`src/rtl/accum_pkg.sv`:
```
// Shared types and default parameters for the accum_lanes block.
package accum_pkg;
    typedef enum logic {
        IDLE = 1'b0,
        ACC  = 1'b1
    } state_t;

    localparam int LANES_DEF  = 4;
    localparam int DATAW_DEF  = 19;
    localparam int ACCUMW_DEF = 32;
    localparam int CNTW_DEF   = 16;
endpackage

```
`src/rtl/accum_lane.sv`:
```
// One accumulator lane: load/add mux, optional clamping (ACCUM_LANES_SAT_EN), sat tracking
// and the reported result register.
module accum_lane #(
    parameter int DATAW  = 19,
    parameter int ACCUMW = 32
) (
    input  logic              clk,
    input  logic              rst,
    input  logic [DATAW-1:0]  data,
    input  logic              load,
    input  logic              add,
    input  logic              report,
    output logic [ACCUMW-1:0] result,
    output logic              sat
);
    logic [ACCUMW-1:0] acc;
    logic              sat_run;
    logic [ACCUMW-1:0] data_ext;
    logic [ACCUMW-1:0] add_val;
    logic              add_sat;
    logic [ACCUMW-1:0] next_acc;
    logic              next_sat;

    assign data_ext = ACCUMW'($signed(data));

`ifdef ACCUM_LANES_SAT_EN
    localparam logic [ACCUMW-1:0] MAXV = {1'b0, {(ACCUMW-1){1'b1}}};
    localparam logic [ACCUMW-1:0] MINV = {1'b1, {(ACCUMW-1){1'b0}}};
    logic [ACCUMW:0] sum_ext;

    // One guard bit: overflow shows up as the two top bits disagreeing.
    assign sum_ext = {acc[ACCUMW-1], acc} + {data_ext[ACCUMW-1], data_ext};
    assign add_sat = sum_ext[ACCUMW] ^ sum_ext[ACCUMW-1];
    assign add_val = add_sat ? (sum_ext[ACCUMW] ? MINV : MAXV) : sum_ext[ACCUMW-1:0];
`else
    assign add_val = acc + data_ext;
    assign add_sat = 1'b0;
`endif

    assign next_acc = load ? data_ext : add_val;
    assign next_sat = load ? 1'b0 : (sat_run | add_sat);

    always_ff @(posedge clk) begin
        if (rst) begin
            acc     <= '0;
            sat_run <= 1'b0;
            result  <= '0;
            sat     <= 1'b0;
        end else begin
            if (load || add) begin
                acc     <= next_acc;
                sat_run <= next_sat;
            end
            if (report) begin
                result <= next_acc;
                sat    <= next_sat;
            end
        end
    end
endmodule

```
`src/rtl/accum_lanes.sv`:
```
// Multi-lane vector accumulator with first/last framing, beat counting and sticky error.
// Optional lane saturation is enabled by defining ACCUM_LANES_SAT_EN.
module accum_lanes
    import accum_pkg::*;
#(
    parameter int LANES  = LANES_DEF,
    parameter int DATAW  = DATAW_DEF,
    parameter int ACCUMW = ACCUMW_DEF,
    parameter int CNTW   = CNTW_DEF
) (
    input  logic                    clk,
    input  logic                    rst,
    input  logic [LANES*DATAW-1:0]  data,
    input  logic                    ivalid,
    input  logic                    first,
    input  logic                    last,
    output logic [LANES*ACCUMW-1:0] result,
    output logic                    ovalid,
    output logic [CNTW-1:0]         count,
    output logic [LANES-1:0]        sat,
    output logic                    err
);
    state_t          state;
    state_t          state_next;
    logic            load;
    logic            add;
    logic            report;
    logic            err_set;
    logic [CNTW-1:0] cnt_run;
    logic [CNTW-1:0] cnt_next;

    always_ff @(posedge clk) begin
        if (rst) state <= IDLE;
        else     state <= state_next;
    end

    always_comb begin
        state_next = state;
        if (ivalid) begin
            if (first)               state_next = last ? IDLE : ACC;
            else if (state == ACC && last) state_next = IDLE;
        end
    end

    // A first beat always restarts, even mid-vector; a headless beat in IDLE is dropped.
    always_comb begin
        load    = ivalid & first;
        add     = ivalid & ~first & (state == ACC);
        report  = ivalid & last & (first | (state == ACC));
        err_set = ivalid & (first ? (state == ACC) : (state == IDLE));
    end

    assign cnt_next = load ? CNTW'(1) : ((&cnt_run) ? cnt_run : cnt_run + CNTW'(1));

    always_ff @(posedge clk) begin
        if (rst) begin
            cnt_run <= '0;
            count   <= '0;
            ovalid  <= 1'b0;
            err     <= 1'b0;
        end else begin
            if (load || add) cnt_run <= cnt_next;
            if (report)      count   <= cnt_next;
            ovalid <= report;
            err    <= err | err_set;
        end
    end

    for (genvar i = 0; i < LANES; i++) begin : g_lane
        accum_lane #(
            .DATAW (DATAW),
            .ACCUMW(ACCUMW)
        ) u_lane (
            .clk   (clk),
            .rst   (rst),
            .data  (data[i*DATAW +: DATAW]),
            .load  (load),
            .add   (add),
            .report(report),
            .result(result[i*ACCUMW +: ACCUMW]),
            .sat   (sat[i])
        );
    end
endmodule

```
`config.mk`:
```
export PLATFORM = sky130hd
export DESIGN_NAME = accum_lanes
export DESIGN_NICKNAME = d
export VERILOG_FILES = /design/src/rtl/accum_pkg.sv /design/src/rtl/accum_lane.sv /design/src/rtl/accum_lanes.sv
export SDC_FILE = /design/constraint.sdc
export NUM_CORES = 1
export LEC_CHECK = 0
export ABC_AREA = 1
export BUFFER_PORTS_ARGS = -buffer_cell sky130_fd_sc_hd__buf_2
export CORE_ASPECT_RATIO = 1.75
export CORE_UTILIZATION = 50
export CTS_BUF_LIST = sky130_fd_sc_hd__clkbuf_4
export DETAILED_ROUTE_END_ITERATION = 16
export PLACE_DENSITY = 0.77
export SKIP_LAST_GASP = 1
export SYNTH_ARGS = -nofsm -noshare
export SYNTH_HDL_FRONTEND = slang
export SYNTH_HIERARCHICAL = 1
export SYNTH_SLANG_ARGS = --single-unit
```
`constraint.sdc`:
```
create_clock -name clk -period 3.2 [get_ports clk]
set_input_delay 0.32 -clock clk [delete_from_list [all_inputs] [get_ports clk]]
set_output_delay 0.32 -clock clk [all_outputs]
set_load 0.02 [all_outputs]
```
Yosys cells after proc, flatten, opt, wreduce, memory -nomap -nowiden:

Cells that the tools add are included.

* register bits after elaboration: 299
* input port bits: 81
* word-level logic and storage cells: 55

* add/subtract/negate cells: 5
* muxes and demuxes: 14
* bitwise logic cells: 10
* reduce and logical (&&, ||, !) cells: 5

Operators with widths (count)
* adder 32 bit: 4
* two-way mux 32 bit: 4
* two-way mux 16 bit: 2
* adder 16 x 1 -> 16 bit, second input constant: 1
* AND reduction 16 bit: 1
* two-way mux 1 bit: 8
* bitwise AND 1 bit: 6
* inverter 1 bit: 2
* OR 1 bit: 2
* AND reduction 2 bit: 1
* nonzero test 2 bit: 1
* logical AND 1 bit: 1
* logical OR 1 bit: 1

Longest topological paths before layout:

Gate-level depths: netlist (run 1).

* depth after elaboration: 4
* gate-level depth with buffers: 16

By module:

Netlist (run 1), hierarchy kept.

By module, submodules not included
* accum_lane (g_lane[0].u_lane ...): times used 2, cells an instance 937, area an instance 5288.8 sq um
* accum_lane (g_lane[2].u_lane ...): times used 2, cells an instance 935, area an instance 5266.3 sq um
* accum_lanes: times used 1, cells an instance 265, area an instance 1806.7 sq um

Worst setup path before layout (run 1):

OpenSTA, ideal clock, no wires.

* kind: input to register
* start point: input port first
* end point: register g_lane[0].u_lane.result[2]
* arrival time: 1.906 ns
* setup slack: 1.179 ns
* cell stages on the path: 9
* path buffers: 3
* cells stage by stage: inv_1 -> ha_1 -> nor2_1 -> clkbuf_1 -> clkbuf_1 -> clkbuf_1 -> inv_1 -> o21ai_0 -> inv_1

* word-level cells in the longest chain between the ends: 2

RTL lines
* from (decl): RTL line accum_lanes.sv:15 `input logic first,`
* OR 1 bit: RTL line accum_lanes.sv:49 `report = ivalid & last & (first | (state == ACC));`
* bitwise AND 1 bit: RTL line accum_lanes.sv:49
* via report: RTL line accum_lanes.sv:27 `logic report;`
* to (signal assigned): RTL line accum_lane.sv:55 `result <= next_acc;`
* to (decl): RTL line accum_lane.sv:13 `output logic [ACCUMW-1:0] result,`

The timed path passes the listed nets, and every way through them passes these cells.
A chain may end at the register's enable or synchronous reset.

Final worst setup path (run 1):

* start point: register g_lane[1].u_lane.acc[0]
* end point: register g_lane[1].u_lane.result[8]

* word-level cells in the longest chain between the ends: 2

RTL lines
* from (decl): RTL line accum_lane.sv:16 `logic [ACCUMW-1:0] acc;`
* from (signal assigned): RTL line accum_lane.sv:51 `acc <= next_acc;`
* adder 32 bit: RTL line accum_lane.sv:36 `assign add_val = acc + data_ext;`
* two-way mux 32 bit: RTL line accum_lane.sv:40 `assign next_acc = load ? data_ext : add_val;`
* to (signal assigned): RTL line accum_lane.sv:55
* to (decl): RTL line accum_lane.sv:13

Every way passes these cells.

==> summary.md, run 1 <==
| Metric | Value |
|---|---|
| Status | finished clean |
| Post-place setup slack | between 0.8 and 0.9 ns |
| Drt wl/cell | about 14 um |
| Period minus WS final | approximately 2.2 ns |
| Antenna viol nets, final | 0 |
| Initial DRC Count | 1276 |
| Post-synthesis mux area share | 0% |
| Max FO, Critical Path | 5 |
| Synthesized flop and latch total | 299 |
| Io pins | 231 |
| Global Route Usage Sum | 29.6% |
| Worst min-delay path endpoint | ovalid$_SDFF_PP0_ |
| Clock-pin slew on the worst setup and hold paths | 0.07 ns |
| Layout cells sized above 1 | 11.5% |
| Final count of negative-setup-slack endpoints | 0 |
| Period utilization | a little over two thirds |
| Post-Synth Adder-Cell Area | 7.23% |
| Final WS setup | ~0.95 ns |
| Row count | 103 |
| Fin Hold WS | 0.0750 ns |
| Final Skew | 0.0607 ns |
| Worst r2r dst | g_lane[1].u_lane/result[8]$_SDFFE_PP0P_ |
| Vias in the first global route | 23667 |
| Worst min path class | in2reg |
| Initial antenna violation count | 2 |
| Slew HR | 51.3% |
| Power Dens Cells | around 420 nW/um^2 |
| Largest net degree at the start of global routing | slightly below 100 |
| First-pass GRT wire length | 112000 um |
| Fmax | 0.445 GHz |
| DR vias/cell | 4.99 |
| H-tree depth | 3 |
| Placed cells | between 4000 and 5000 |
| DRC viols | 0 |
| Synth Instances | 4009 |
| Core area | 45100 sq um |
| LEAKAGE | 15.8 nW |
| Worst EP required | between 3 and 4 ns |
| CP endpoint kind | register |
| Die ar. | 46700 sq um |
| Cell Area, Synth | around 23000 sq um |
| Die Ht | about 290 um |
| Synth Area in Compound Gates | 6.96% |
| Initial core utilization | about half |
| Xor-xnor portion of the synthesized cell area | 1.61% |
| Sequential area share after synthesis | 26.1% |
| Via count | 24618 |
| Crit Path Category | reg2reg |
| Worst skew pair latency | between 0.7 and 0.8 ns |
| Reg2Reg Launch Point | g_lane[1].u_lane/acc[0]$_SDFFE_PP0P_ |
| Yosys cell types | 31 |
| Arrival @ worst endpoint | 2.89 ns |
| Asr flop ratio synth | 0% |
| Die Wd | between 150 and 200 um |
| Tightest Pin Transition | 0.730 ns |
| Dominant synthesized flop cell | dfxtp_1 |
| Grt met1 use | between 20% and 30% |
| RSZ-0062 raised after global routing | no |
| Max Slew Vio Count | 0 |
| DRT Wirelength | 68900 um |
| Worst IR Drop VDD | 277 uV |
| Clock Sinks | 299 |
| Synthesized Nets | approximately 4200 |
| Area Growth Syn to Fin | 14.6% |
| CP Launch Type | register |
| Fin. Hold Viols | 0 |
| # Max-Cap Violations | 0 |
| Global placement routability congestion | a little under 1 |
| Layout Cells excl Fill | 4930 |
| # Post-CTS Setup Buffers | 0 |
| TNS Setup | 0 ns |
| CTS buffer count | 75 |
| Clock Tree Buf Depth | 3 |
| Total gr overflow | 0 |
| Clock root buffer | clkbuf_4 |
| Min-delay src | rst |
| GRT met3 Usage | 5.54% |
| First drt pass iteration count | 8 |
| Most Crowded Layer GR | met2 |
| Dpl hpwl | 51800 um |
| Post-synth EDFFs | 0 |
| Warnings from Yosys | 6 |
| Post-Synth Simple-Gate Area | 43.9% |
| Worst R2R Path Depth | 10 |
| Grt met2 use | 56.3% |
| Syn_area_per_cell | 5.72 sq um |
| Nets | 4510 |
| Reg2Reg Setup Slack | 0.95 ns |
| Pwr Total | approximately 11 mW |
| CTS tree | yes |
| Largest family of logic cells by synthesized area | simple AND/OR/NAND/NOR gates |
| Number of I/O port buffers | 230 |
| Worst hold stages | 2 |
==> through the flow <==
step	utilization, %	instance area, sq um
final	58.2	26300
after global routing	58.2	26300
after CTS	58.2	26300
after detailed placement	54.4	24600
after global placement	54.4	24600
after floorplan	-	22900
==> flip-flops by register name (all words and copies together), names as in the netlist <==
| signal | count |
|---|---|
| g_lane.u_lane/result | 128 |
| g_lane.u_lane/sat_run | 4 |
| g_lane.u_lane/acc | 128 |
| g_lane.u_lane/sat | 4 |
| state | 1 |
| err | 1 |
| cnt_run | 16 |
| ovalid | 1 |
| count | 16 |
==> logic make-up after synthesis <==
logic type / after synthesis
AO/OA/AOI/OAI: 292
buffers and inverters: 847
XOR/XNOR: 42
flip-flops: 299
AND/OR/NAND/NOR: 2399
adder cells (fa/ha/maj): 130
==> synth_stat cells (6+ instances only) <==
cell type  instances  area [sq um]
a21oi_1          136           681
and2_1            12          75.1
buf_1              6          22.5
buf_2             56           280
clkbuf_1          56           210
dfxtp_1          299          5990
ha_1             126          1580
inv_1            728          2730
nand2_1         1240          4650
nand2_2           34           213
nand3_1          372          1860
nand3_2           33           330
nand3b_1          14           105
nand4_1           18           113
nor2_1           628          2360
nor2_2            22           138
nor2_4             7          78.8
o211ai_1          28           210
o21ai_0          110           551
o21bai_1           8          60.1
or2_2             13          81.3
xnor2_1           12           105
xor2_1            30           263
==> placed cells by master (no fill, tap or decap), types with 6 or more instances in the layout <==
cell type      count
nand2_2           34
o21ai_0          110
o211ai_1          28
dfxtp_1          299
xor2_1            30
buf_2            229
buf_4             23
a21oi_1          136
ha_1             126
clkbuf_4         110
nor2_2            22
inv_1            727
dlygate4sd3_1     74
nor2_4             8
or2_2             13
xnor2_1           12
nor2_1           627
nand2_1         1240
nand4_1           18
nand3_2           33
clkinv_2           6
nand3b_1          14
o21bai_1           8
nand3_1          372
and2_1            12
==> worst max-delay path: stages (launching register included) <==
cell and delay (ns):
dfxtp_1 0.32, ha_1 0.23, fa_1 0.48, nand3_1 0.14, nand3_1 0.15, nand2_1 0.09, nand3_1 0.11, o21ai_0 0.28
nand2_1 0.11, o21ai_0 0.16, inv_1 0.05
==> worst max path at each step <==
stage | start | to | slack (ns)
final | g_lane[1].u_lane/acc[0]$_SDFFE_PP0P_ | g_lane[1].u_lane/result[8]$_SDFFE_PP0P_ | 0.95
after global routing | g_lane[1].u_lane/acc[0]$_SDFFE_PP0P_ | g_lane[1].u_lane/result[8]$_SDFFE_PP0P_ | 0.71
after CTS | g_lane[1].u_lane/acc[0]$_SDFFE_PP0P_ | g_lane[1].u_lane/result[8]$_SDFFE_PP0P_ | 0.94
after detailed placement | data[57] | g_lane[3].u_lane/result[24]$_SDFFE_PP0P_ | 0.84
after global placement | data[19] | g_lane[1].u_lane/result[8]$_SDFFE_PP0P_ | 0.84
after floorplan | first | g_lane[0].u_lane/result[2]$_SDFFE_PP0P_ | 1.18
==> power breakdown <==
part | total [mW] | leakage [nW] | switching [mW] | internal (mW)
Clock | 3.40 | 0.583 | 1.66 | 1.74
Combinational | 3.54 | 12.8 | 2.33 | 1.21
Sequential | 4.15 | 2.46 | 0.162 | 3.99
Total | 11.1 | 15.8 | 4.15 | 6.94
==> timing repair <==
item	in CTS	in global routing
hold buffers	74	0
hold endpoints to repair	145	0
gates resized for setup	0	0
==> cell type report <==
type	count	area [sq um]
diodes	3	7.51
repair buffers	332	2170
multi-input cells	2863	13700
inverters	728	2740
clock buffers	110	826
clock inverters	18	141
flip-flops and latches	299	5990
fillers	4616	18800
well taps	577	722
==> per-layer routing <==
layer	wire (um)	vias up
met5	0	-
met4	3420	0
met3	3770	201
met2	36300	657
met1	25400	10915
li1	-	12845
Note: power is estimated with default switching activity, not from simulation.
==> run 2: changes to the inputs <==
==> constraint.sdc (replaced) <==
create_clock -name clk -period 2.1 [get_ports clk]
set_input_delay 0.21 -clock clk [delete_from_list [all_inputs] [get_ports clk]]
set_output_delay 0.21 -clock clk [all_outputs]
set_load 0.02 [all_outputs]
==> summary.md, run 2 (same netlist as run 1, synthesis figures left out) <==
| Metric | Value |
|---|---|
| CP endpoint kind | register |
| Fin. Hold Viols | 0 |
| H-tree depth | 3 |
| Worst min-delay path endpoint | g_lane[2].u_lane/acc[24]$_SDFFE_PP0P_ |
| Dpl hpwl | 52800 um |
| Largest net degree at the start of global routing | 58 |
| Reg2Reg Launch Point | g_lane[1].u_lane/acc[0]$_SDFFE_PP0P_ |
| LEAKAGE | around 16 nW |
| Post-place setup slack | -0.0277 ns |
| Final WS setup | 0.0897 ns |
| Clock Tree Buf Depth | 3 |
| Clock-pin slew on the worst setup and hold paths | approximately 0.080 ns |
| Slew HR | roughly two thirds |
| Fin Hold WS | 0.164 ns |
| CP Launch Type | register |
| Period utilization | 95.7% |
| Internal power | between 10 and 15 mW |
| Antenna viol nets, final | 0 |
| Final count of negative-setup-slack endpoints | 0 |
| Power Dens Cells | between 600 and 700 nW/um^2 |
| Sw Ratio | between 30 and 40% |
| Die Ht | 285 um |
| Share of power burned in registers | 36.7% |
| Global placement routability congestion | 0.961 |
| Final Skew | 0.0709 ns |
| Initial DRC Count | 1263 |
| Part of the power in the clock network | 29.9% |
| Max FO, Critical Path | 4 |
| Top Registers | g_lane.u_lane/acc: 128 flops, g_lane.u_lane/result: 128 flops |
| Number of I/O port buffers | 230 |
| CTS buffer count | 75 |
| Worst hold stages | 5 |
| Clock Sinks | about 300 |
| Crit Path Category | reg2reg |
| Worst r2r dst | g_lane[1].u_lane/acc[8]$_SDFFE_PP0P_ |
| Nets | 4611 |
| TNS Setup | 0 ns |
| Filler cells | 4408 |
| Combinational share of power | 33.4% |
| Via count | between 20000 and 30000 |
| Initial antenna violation count | 1 |
| Worst EP required | 2.72 ns |
| Row count | 103 |
| DRC viols | 0 |
| Status | finished clean |
| Tightest Pin Transition | 0.513 ns |
| Reg2Reg Setup Slack | roughly 0.09 ns |
| Worst skew pair latency | 0.79 ns |
| Die Wd | 164 um |
| DRT Wirelength | 69400 um |
| Final Instance Area | 27500 sq um |
| Worst min path class | in2reg |
| CTS tree | yes |
| Clock root buffer | clkbuf_4 |
| RSZ-0062 raised after global routing | yes |
| First-pass GRT wire length | 111000 um |
| Period minus WS final | 2.01 ns |
| Worst IR Drop VDD | 622 uV |
| Total placed instance area | 25400 sq um |
| Worst R2R Path Depth | 10 |
| Critical path's most frequent cell | nand3_1 |
| Most frequent cells in the layout | nand2_1, inv_1, nor2_1 |
| Global Route Usage Sum | between 20% and 30% |
| DR vias/cell | 4.98 |
| Max Slew Vio Count | 0 |
| Multi-input gate area in the final layout | 14000 sq um |
| Fmax | 0.497 GHz |
| First drt pass iteration count | 5 |
| Area Growth Syn to Fin | 19.9% |
| Flip-flop and latch area | about 6000 sq um |
| Vias in the first global route | 23753 |
| Core area | 45100 sq um |
| Die ar. | roughly 47000 sq um |
| Total gr overflow | 0 |
| Crit-path cells | ha_1, fa_2, nand3_1, nand3_1, nand2_1, nand3_1, o21ai_0, nand2_1, o21ai_0, inv_1 |
| Initial core utilization | between 50% and 60% |
| Arrival @ worst endpoint | 2.63 ns |
| Drt wl/cell | roughly 14 um |
| Sw Pwr | around 6.4 mW |
| Min-delay src | data[56] |
| Io pins | about 230 |
| CP max stage delay | 0.40 ns |
| # Max-Cap Violations | 0 |
| Slowest-stage cell, CP | fa_2 |
| Layout cells sized above 1 | 14.7% |
| Pwr Total | 17.3 mW |
| Commonest non-fill, non-tap cell in the layout | nand2_1 |
-- run 2: changes by cell type in the layout (fill, tap and decap cells not counted), moves of 7 or more --
cell,change
buf_4,+89
nand3_2,+16
ha_1,-17
buf_12,+8
clkbuf_4,-7
nor2_2,+22
ha_4,+9
ha_2,+8
nor2_1,-23
clkinv_1,+13
nand3_1,-17
-- run 2: timing repair --
action	in CTS	in global routing
setup buffers	0	3
hold buffers	78	0
gates resized for setup	1	74
setup endpoints to repair	1	138
endpoints found under the hold margin	185	0
pin swaps	0	7
-- run 2: final cells by class --
| cell class | count | share of cell area, % |
|---|---|---|
| diodes | 3 | 0.0273 |
| clock buffers | 103 | 2.81 |
| clock inverters | 26 | 0.670 |
| inverters | 728 | 9.96 |
| multi-input cells | 2863 | 51.0 |
| flip-flops and latches | 299 | 21.8 |
| well taps | 577 | 2.63 |
| repair buffers | 433 | 11.1 |
-- run 2: per-layer routing --
layer	global-route usage (%)	vias to the layer above	wire length, um
li1	-	13053	-
met1	28.5	11158	25400
met2	56.6	641	36300
met3	5.57	220	3910
met4	17.4	0	3870
met5	0	-	0
-- run 2: power groups by stage --
stage,Combinational (mW),Sequential (mW),Clock [mW]
2_1_floorplan,3.65,6.61,0
3_3_place_gp,5.42,6.45,0
3_5_place_dp,5.47,6.45,0
4_1_cts,5.62,6.33,5.38
5_1_grt,6.47,6.38,5.63
6_report,5.77,6.34,5.16
-- run 2: worst max-delay path: cells and delay by family (launching register included) --
family,cells,cell delay [ns]
AND/OR/NAND/NOR,5,0.55
AO/OA/AOI/OAI,2,0.35
adder cells (fa/ha/maj),2,0.63
flip-flops,1,0.31
buffers and inverters,1,0.05
-- run 2: stage by stage --
step           util (%)  cells
2_1_floorplan         -   4009
3_3_place_gp       56.2   4819
3_5_place_dp       56.2   4819
4_1_cts            60.1   5026
5_1_grt            60.9   5031
6_report           60.9   5032
-- run 2: how the worst max path moves through the flow --
stage                                              start                                  endpoint  slack (ns)
floorplan                             state$_SDFFE_PP0P_   g_lane[0].u_lane/result[2]$_SDFFE_PP0P_         0.1
global placement                                data[75]  g_lane[3].u_lane/result[27]$_SDFFE_PP0P_        0.01
detailed placement                              data[38]  g_lane[2].u_lane/result[24]$_SDFFE_PP0P_       -0.03
CTS                 g_lane[3].u_lane/acc[0]$_SDFFE_PP0P_  g_lane[3].u_lane/result[24]$_SDFFE_PP0P_        0.02
global route        g_lane[2].u_lane/acc[0]$_SDFFE_PP0P_  g_lane[2].u_lane/result[24]$_SDFFE_PP0P_      -0.007
finish              g_lane[1].u_lane/acc[0]$_SDFFE_PP0P_      g_lane[1].u_lane/acc[8]$_SDFFE_PP0P_        0.09
==> run 3: changes to the inputs <==
--- a/config.mk
+++ b/config.mk
@@ -8,6 +8,7 @@
 export ABC_AREA = 1
 export BUFFER_PORTS_ARGS = -buffer_cell sky130_fd_sc_hd__buf_2
 export CORE_ASPECT_RATIO = 1.75
+export CORE_MARGIN = 2
 export CORE_UTILIZATION = 50
 export CTS_BUF_LIST = sky130_fd_sc_hd__clkbuf_4
 export DETAILED_ROUTE_END_ITERATION = 16
==> summary.md, run 3 (same netlist as run 1, synthesis figures left out) <==
| Metric | Value |
|---|---|
| Max FO, Critical Path | 4 |
| Worst hold stages | 6 |
| Worst min-delay path endpoint | g_lane[2].u_lane/acc[31]$_SDFFE_PP0P_ |
| Fin. Hold Viols | 0 |
| Number of I/O port buffers | 230 |
| Reg2Reg Launch Point | g_lane[3].u_lane/acc[9]$_SDFFE_PP0P_ |
| Clock-pin slew on the worst setup and hold paths | around 0.07 ns |
| Core area | 45200 sq um |
| Multi-input gate area in the final layout | 14100 sq um |
| Fin Hold WS | 0.166 ns |
| Worst EP required | 2.77 ns |
| Die Wd | about 170 um |
| Worst min path class | in2reg |
| CP endpoint kind | register |
| Top Registers | g_lane.u_lane/acc: 128 flops, g_lane.u_lane/result: 128 flops |
| Part of the power in the clock network | 28.5% |
| Initial antenna violation count | 3 |
| Layout Cells excl Fill | 5046 |
| Min-delay src | data[56] |
| Final Skew | between 0.06 and 0.07 ns |
| Drt wl/cell | 14.0 um |
| Via count | 25023 |
| Worst R2R Path Depth | 12 |
| Flip-flop and latch area | 5990 sq um |
| Global Route Usage Sum | ~29% |
| DRC viols | 0 |
| Combinational share of power | 34.4% |
| Sw Ratio | 38.2% |
| Final WS setup | around 0.073 ns |
| Row count | 103 |
| Most frequent cells in the layout | nand2_1, inv_1, nor2_1 |
| Internal power | 10.6 mW |
| Final count of negative-setup-slack endpoints | 0 |
| GRT met3 Usage | 4.34% |
| Period minus WS final | just over 2 ns |
| CTS tree | yes |
| Largest net degree at the start of global routing | just under 60 |
| Sw Pwr | 6.53 mW |
| Layout cells sized above 1 | 15.5% |
| First drt pass iteration count | 8 |
| DR vias/cell | 4.96 |
| Max Slew Vio Count | 0 |
| Die ar. | 47600 sq um |
| Initial core utilization | 50.7% |
| First-pass GRT wire length | 113000 um |
| Total placed instance area | 25500 sq um |
| Grt met1 use | between 20 and 30% |
| Slew HR | 66.5% |
| Initial DRC Count | 1322 |
| # Max-Cap Violations | 0 |
| Clock Sinks | 299 |
| Most Crowded Layer GR | met2 |
| Crit Path Category | reg2reg |
| Worst skew pair latency | roughly 0.8 ns |
| H-tree depth | 3 |
| Period utilization | 96.5% |
| CP Launch Type | register |
| Antenna viol nets, final | 0 |
| Pwr Total | roughly 17 mW |
| Power Dens Cells | 618 nW/um^2 |
| RSZ-0062 raised after global routing | yes |
| CTS buffer count | slightly below 80 |
| Vias in the first global route | 23770 |
| Grt met2 use | 56.3% |
| Final core utilization | 61.1% |
| Final Instance Area | 27600 sq um |
| Io pins | 231 |
| Area Growth Syn to Fin | 20.6% |
| Clock root buffer | clkbuf_4 |
| Fmax | 0.493 GHz |
| Share of power burned in registers | 37.1% |
| Placed cells | ~4800 |
| Status | finished clean |
| Critical path origin | g_lane[3].u_lane/acc[9]$_SDFFE_PP0P_ |
| Total gr overflow | 0 |
| Worst r2r dst | g_lane[3].u_lane/result[19]$_SDFFE_PP0P_ |
| Global placement routability congestion | 0.996 |
| LEAKAGE | 16.4 nW |
| Worst IR Drop VDD | 518 uV |
| Dpl hpwl | approximately 54000 um |
| Reg2Reg Setup Slack | 0.07 ns |
| Tightest Pin Transition | 0.502 ns |
| Arrival @ worst endpoint | ~2.7 ns |
| Post-place setup slack | -0.122 ns |
| Filler cells | 4458 |
| DRT Wirelength | 70500 um |
| Commonest non-fill, non-tap cell in the layout | nand2_1 |
| Clock Tree Buf Depth | 3 |
| Die Ht | 287 um |
| Nets | 4626 |
| TNS Setup | 0 ns |
==> run 3: cell types whose count changed in the layout (fill, tap and decap cells not counted), sizes merged <==
| cell | delta |
|---|---|
| buf | +14 |
| bufinv | -3 |
| dlygate4sd3 | -1 |
| inv | +2 |
| clkinv | +2 |
==> run 3: how the worst max path moves through the flow <==
| stage | slack [ns] | to |
|---|---|---|
| after detailed placement | -0.12 | g_lane[1].u_lane/result[4]$_SDFFE_PP0P_ |
| final | 0.07 | g_lane[3].u_lane/result[19]$_SDFFE_PP0P_ |
| after CTS | 0.01 | g_lane[1].u_lane/result[17]$_SDFFE_PP0P_ |
| after global routing | -0.05 | g_lane[3].u_lane/result[23]$_SDFFE_PP0P_ |
| after floorplan | 0.1 | g_lane[0].u_lane/result[2]$_SDFFE_PP0P_ |
| after global placement | -0.13 | g_lane[1].u_lane/result[4]$_SDFFE_PP0P_ |
==> run 3: worst max-delay path, stage by stage (launching register included) <==
cell and delay (ns):
dfxtp_1 0.32, ha_1 0.38, nand2_2 0.11, nor2_1 0.20, nand3_1 0.11, nand3b_1 0.21, nand2_1 0.10, nand2_1 0.07
nand2_1 0.04, nand3_1 0.10, nand3_1 0.15, nand2_1 0.09, inv_1 0.04
==> run 3: area by class of cell <==
cell class / instances / share of cell area (%)
Multi-Input combinational cell: 2863 / 51.1
Sequential cell: 299 / 21.7
Timing Repair Buffer: 446 / 11.5
Inverter: 728 / 9.89
Clock buffer: 103 / 2.80
Tap cell: 577 / 2.61
Clock inverter: 27 / 0.412
Antenna cell: 3 / 0.0272
==> run 3: repair_timing <==
action / CTS / global route
endpoints found under the setup margin: 24 / 123
hold buffers: 78 / 0
pin swaps: 0 / 10
resized for setup: 6 / 104
hold endpoints to repair: 183 / 0
buffers inserted: 0 / 4
==> run 3: power groups by stage <==
stage                     sequential [mW]  combinational [mW]  clock, mW
after floorplan                      6.61                3.65          0
final                                6.34                5.88       4.87
after CTS                            6.33                5.71       5.06
after global routing                 6.38                6.60       5.30
after global placement               6.44                5.48          0
after detailed placement             6.45                5.56          0
==> run 3: routing by layer <==
layer  share of wire, %  routed length [um]  up-vias
met5                  0                   0        -
met1                 37               26300    11143
li1                   -                   -    13081
met2                 54               37800      601
met4                4.8                3390        0
met3                4.4                3080      198
